$ cat config.mk
export PLATFORM = sky130hd
export DESIGN_NAME = vx_vset_tracker
export DESIGN_NICKNAME = d
export VERILOG_FILES = /design/src/rtl/vx_vset_tracker.sv
export SDC_FILE = /design/constraint.sdc
export NUM_CORES = 1
export LEC_CHECK = 0
export BUFFER_PORTS_ARGS = -buffer_cell sky130_fd_sc_hd__buf_4
export CORE_AREA = 5 5 112 114
export CTS_CLUSTER_DIAMETER = 30
export DETAILED_ROUTE_END_ITERATION = 6
export DIE_AREA = 0 0 117 119
export PLACE_DENSITY_LB_ADDON = 0.1
export SYNTH_ARGS = -nofsm -noshare
export SYNTH_HDL_FRONTEND = slang
export SYNTH_SLANG_ARGS = --single-unit
$ cat constraint.sdc
create_clock -name clk -period 4.45 [get_ports clk]
set_clock_uncertainty 0.1 [all_clocks]
set_input_delay 0.6675 -clock clk [delete_from_list [all_inputs] [get_ports clk]]
set_output_delay 0.6675 -clock clk [all_outputs]
set_load 0.02 [all_outputs]
$ cat src/rtl/vx_vset_tracker.sv
// Per-warp vector configuration table (vl, vtype) with an in-flight vset counter per warp.
// Queries are registered and write-first: they see the state produced by the same edge's updates.
module vx_vset_tracker #(
    parameter int NUM_WARPS   = 4,
    parameter int VL_BITS     = 8,
    parameter int MAX_PENDING = 3,
    localparam int WID_W      = (NUM_WARPS > 1) ? $clog2(NUM_WARPS) : 1,
    localparam int CNT_W      = $clog2(MAX_PENDING + 1)
) (
    input  logic               clk,
    input  logic               reset_n,
    input  logic               alloc_valid,
    input  logic [WID_W-1:0]   alloc_wid,
    output logic               alloc_ready,
    input  logic               commit_valid,
    input  logic [WID_W-1:0]   commit_wid,
    input  logic [VL_BITS-1:0] commit_vl,
    input  logic [7:0]         commit_vtype,
    input  logic               flush_valid,
    input  logic [WID_W-1:0]   flush_wid,
    input  logic               rd_valid,
    input  logic [WID_W-1:0]   rd_wid,
    output logic               rd_rsp_valid,
    output logic [VL_BITS-1:0] rd_vl,
    output logic [7:0]         rd_vtype,
    output logic               rd_busy,
    output logic               err
);

    localparam logic [7:0] VILL_VTYPE = 8'h80;

    typedef logic [CNT_W-1:0]   cnt_t;
    typedef logic [VL_BITS-1:0] vl_t;

    cnt_t       cnt_q   [NUM_WARPS];
    cnt_t       cnt_d   [NUM_WARPS];
    vl_t        vl_q    [NUM_WARPS];
    vl_t        vl_d    [NUM_WARPS];
    logic [7:0] vtype_q [NUM_WARPS];
    logic [7:0] vtype_d [NUM_WARPS];
    logic       err_q;
    logic       err_d;

    logic                 alloc_fire;
    logic [NUM_WARPS-1:0] a_hit;
    logic [NUM_WARPS-1:0] c_hit;
    logic [NUM_WARPS-1:0] f_hit;

    vl_t        q_vl;
    logic [7:0] q_vtype;
    logic       q_busy;

    // Readiness looks only at the registered count; an out-of-range warp is never ready.
    always_comb begin
        // NOTE: every always_comb output gets a default first so no path can infer a latch.
        alloc_ready = 1'b0;
        for (int w = 0; w < NUM_WARPS; w++) begin
            if (alloc_wid == WID_W'(w)) begin
                alloc_ready = (cnt_q[w] < CNT_W'(MAX_PENDING));
            end
        end
    end

    assign alloc_fire = alloc_valid && alloc_ready;

    always_comb begin
        for (int w = 0; w < NUM_WARPS; w++) begin
            a_hit[w] = alloc_fire   && (alloc_wid  == WID_W'(w));
            c_hit[w] = commit_valid && (commit_wid == WID_W'(w));
            f_hit[w] = flush_valid  && (flush_wid  == WID_W'(w));
        end
    end

    // Next state for every warp; each warp only sees the ports that target it.
    always_comb begin
        cnt_d   = cnt_q;
        vl_d    = vl_q;
        vtype_d = vtype_q;
        err_d   = err_q;
        for (int w = 0; w < NUM_WARPS; w++) begin
            if (f_hit[w]) begin
                cnt_d[w] = a_hit[w] ? CNT_W'(1) : '0;
            end else if (a_hit[w] && c_hit[w]) begin
                cnt_d[w] = cnt_q[w];
            end else if (a_hit[w]) begin
                cnt_d[w] = cnt_q[w] + CNT_W'(1);
            end else if (c_hit[w]) begin
                if (cnt_q[w] == '0) begin
                    err_d = 1'b1;
                end else begin
                    cnt_d[w] = cnt_q[w] - CNT_W'(1);
                end
            end

            if (c_hit[w]) begin
                if (commit_vtype[7]) begin
                    vl_d[w]    = '0;
                    vtype_d[w] = VILL_VTYPE;
                end else begin
                    vl_d[w]    = commit_vl;
                    vtype_d[w] = commit_vtype;
                end
            end
        end
    end

    // Query reads the post-update state; unknown warps answer with reset values.
    always_comb begin
        q_vl    = '0;
        q_vtype = VILL_VTYPE;
        q_busy  = 1'b0;
        for (int w = 0; w < NUM_WARPS; w++) begin
            if (rd_wid == WID_W'(w)) begin
                q_vl    = vl_d[w];
                q_vtype = vtype_d[w];
                q_busy  = (cnt_d[w] != '0);
            end
        end
    end

    always_ff @(posedge clk or negedge reset_n) begin
        if (!reset_n) begin
            // NOTE: the table is a few flops per warp, so it is reset like any other state.
            for (int w = 0; w < NUM_WARPS; w++) begin
                cnt_q[w]   <= '0;
                vl_q[w]    <= '0;
                vtype_q[w] <= VILL_VTYPE;
            end
            err_q        <= 1'b0;
            rd_rsp_valid <= 1'b0;
            rd_vl        <= '0;
            rd_vtype     <= VILL_VTYPE;
            rd_busy      <= 1'b0;
        end else begin
            // NOTE: sequential state uses non-blocking assignments only.
            cnt_q        <= cnt_d;
            vl_q         <= vl_d;
            vtype_q      <= vtype_d;
            err_q        <= err_d;
            rd_rsp_valid <= rd_valid;
            if (rd_valid) begin
                rd_vl    <= q_vl;
                rd_vtype <= q_vtype;
                rd_busy  <= q_busy;
            end
        end
    end

    assign err = err_q;

endmodule

==> flow_summary.yaml <==
status:
  status: "finished clean"
global_routing:
  track_usage_pct: 15.2
  antenna_found_initial: 0
  grt_pass1_wl_um: 16400
  grt_pass1_vias: 3041
  grt.overflow.total: 0
  grt_max_degree: 65
route:
  ant_nets: 0
  viasPerCell: 5.14
  dr.pass1.iters: 6
  num_vias: 3020
  drtIter0Drc: 103
  routedWlPerCell_um: 16.8
  remaining_drc_errors: 0
  routed_wl_um: 9870
layout:
  drive_gt1_share_pct: 29.0
  fin_nets: 486
  syn_to_final_growth_pct: 17.0
  fill_cells: 1111
  diodes: 0
  seq_area_sq_um: 2280
  design_area_sq_um: 5220
  multi_input_area_sq_um: 2010
cts:
  cts.repair.resized: 0
  cts_tree: "yes"
  clk_latency_ps: 330
  cts.sinks: 91
  cts_buffer_depth: 2
  clk_pin_slew_ps: 60
  postCtsSetupBuffers: 0
  cts_hold_buffers: 0
  root_buffer: "clkbuf_16"
  cts_made_buffers: 9
  cts_htree_levels: 3
floorplanning:
  core_area_sq_um: 11300
  die_y_um: 119
  dieWidth_um: 117
  die_area_sq_um: 13900
  start_util_pct: 39.4
  rows: 39
  io_pins: 50
setup_path:
  r2r_start: "cnt_q[2]"
  cp_max_fo: 21
  required_ps: 4570
  critPathArrivalTime_ps: 2790
  r2r-end: "rd_busy"
  reg2reg_depth: 8
  reg2reg_slack_ps: 1940
  crit_type: "input pin to register"
  cp-start-kind: "input pin"
  end_kind: "register"
yosys:
  synthCells: 399
  syn_avg_cell_area_sq_um: 11.2
  syn_area_sq_um: 4460
  synth-edff-count: 0
  synth-seq-cells: 91
  synth_nets: 445
  synthFlopType: "dfrtp_1"
  yosysSeqAreaShare_pct: 51.2
  async_flop_share_pct: 100
  ys_types: 48
  yosys_warnings: 0
pwr:
  p_leak_nw: 2.38
  seq_power_share_pct: 45.5
  power.density_nw_per_um2: 427
  switchingPower_uw: 592
  p_clk_share_pct: 34.8
  p_comb_share_pct: 19.7
  p_int_mw: 1.64
  peakVddDrop_mv: 0.259
  swShare_pct: 26.6
placed_design:
  dp_hpwl_um: 6550
  portBuffers: 49
  place_ws_ps: 1380
  dpl_cell_area_sq_um: 4910
  place.gp.congestion: 0.757
timing:
  period_needed_ps: 2670
  setup_viol: 0
  setup_slack_ps: 1780
  fmax_mhz: 374
  grt_setup_unrepaired: "false"
  period_share_pct: 60.1
  slew_viol_final: 0
  maxSlewHeadroom_pct: 38.2
  worstMarginPinSlew_ps: 928
  hold_violations: 0
  tns_ps: 0
run:
  drv_cap: 0
worst_hold_path:
  hold_class: "input pin to async pin"
==> Yosys cell counts, types with 2 or more instances <==
| cell | count | area share, % |
|---|---|---|
| a21oi_1 | 4 | 0.45 |
| clkbuf_1 | 9 | 0.76 |
| dfrtp_1 | 86 | 48 |
| mux4_2 | 17 | 8.6 |
| and3b_1 | 2 | 0.39 |
| or3b_1 | 2 | 0.39 |
| nand2_1 | 77 | 6.5 |
| nand3b_1 | 6 | 1.0 |
| o21a_1 | 2 | 0.34 |
| nand3_1 | 10 | 1.1 |
| o21ai_1 | 5 | 0.56 |
| nand4_1 | 3 | 0.42 |
| o211a_1 | 2 | 0.45 |
| buf_6 | 4 | 1.0 |
| or3_1 | 2 | 0.28 |
| inv_1 | 10 | 0.84 |
| o21ai_2 | 15 | 2.9 |
| mux2_2 | 17 | 4.3 |
| o21ai_0 | 45 | 5.0 |
| ha_1 | 16 | 4.5 |
| nor3_1 | 4 | 0.45 |
| buf_1 | 3 | 0.25 |
| nand2b_1 | 15 | 2.1 |
| nor2_1 | 8 | 0.67 |
| dfstp_2 | 5 | 2.9 |
| a31oi_1 | 3 | 0.42 |
| buf_2 | 6 | 0.67 |
==> how the worst max path moves through the flow <==
stage	cells past startpoint	startpoint	endpoint	slack [ps]
3_5_place_dp	7	commit_wid[0]	rd_vl[0]	1380
6_report	7	commit_wid[0]	rd_vl[0]	1780
3_3_place_gp	7	commit_wid[0]	rd_vl[3]	1430
2_1_floorplan	7	commit_wid[1]	rd_vtype[0]	2100
4_1_cts	7	commit_wid[0]	rd_vl[0]	1790
5_1_grt	8	commit_wid[0]	rd_busy	1530
==> power by group through the flow <==
| stage | Clock, mW | Sequential, mW | Combinational, mW |
|---|---|---|---|
| after floorplan | 0 | 1.05 | 0.256 |
| after global placement | 0 | 1.03 | 0.437 |
| after detailed placement | 0 | 1.03 | 0.446 |
| after CTS | 0.802 | 1.02 | 0.447 |
| after global routing | 0.839 | 1.03 | 0.494 |
| final | 0.777 | 1.02 | 0.438 |
==> cell usage in the layout (no fill, tap or decap), types with 4 or more instances in the layout <==
master,instances
mux2_2,17
clkbuf_16,9
inv_1,10
nand3b_1,6
nor2_1,8
buf_4,54
nand2_1,77
mux4_2,17
dfrtp_1,86
ha_1,16
nand2b_1,15
o21ai_0,45
dfstp_2,5
o21ai_1,5
nand3_1,10
nor3_1,4
a21oi_1,4
o21ai_2,15
==> metal layers <==
layer	share of wire, %	track usage [%]	up-vias
met1	47	21.7	1479
met3	3.8	3.55	9
met2	48	23.6	43
li1	-	-	1489
met4	1.1	3.66	0
met5	0	0	-
==> metrics by stage <==
step / power (mW) / utilization (%) / instances / hold WS (ps)
CTS: 2.27 / 46.1 / 588 / 366
detailed placement: 1.48 / 43.4 / 572 / 353
floorplan: 1.31 / - / 399 / 272
finish: 2.23 / 46.1 / 588 / 336
global placement: 1.46 / 43.4 / 572 / 345
global route: 2.36 / 46.1 / 588 / 384
==> critical path: stages <==
cell	delay, ps
buf_4	130
nand3b_1	610
buf_4	440
nand2_1	80
o21ai_0	100
mux4_2	480
mux2_2	270
==> state kept, by name, indices dropped and copies added, names as in the netlist <==
name	flops
rd_vtype	8
rd_vl	8
vl_q	32
cnt_q	8
vtype_q	32
err	1
rd_rsp_valid	1
rd_busy	1
==> area by class of cell <==
class / instances / area share (%)
clock buffers: 15 / 5.32
clock inverters: 1 / 0.575
inverters: 10 / 0.719
multi-input cells: 274 / 38.4
flip-flops and latches: 91 / 43.7
well taps: 143 / 3.43
repair buffers: 54 / 7.77
==> kinds of logic after synthesis <==
group / Yosys count / synth area share [%]
AOI/OAI and AO/OA: 83 / 11.9
muxes: 34 / 12.9
xor gates and xnor gates: 1 / 0.196
adders and majority gates: 16 / 4.49
and+or+nand+nor: 140 / 15.5
DFF: 91 / 51.2
buffers and inverters: 34 / 3.81
Power figures use the tool's default switching activity.
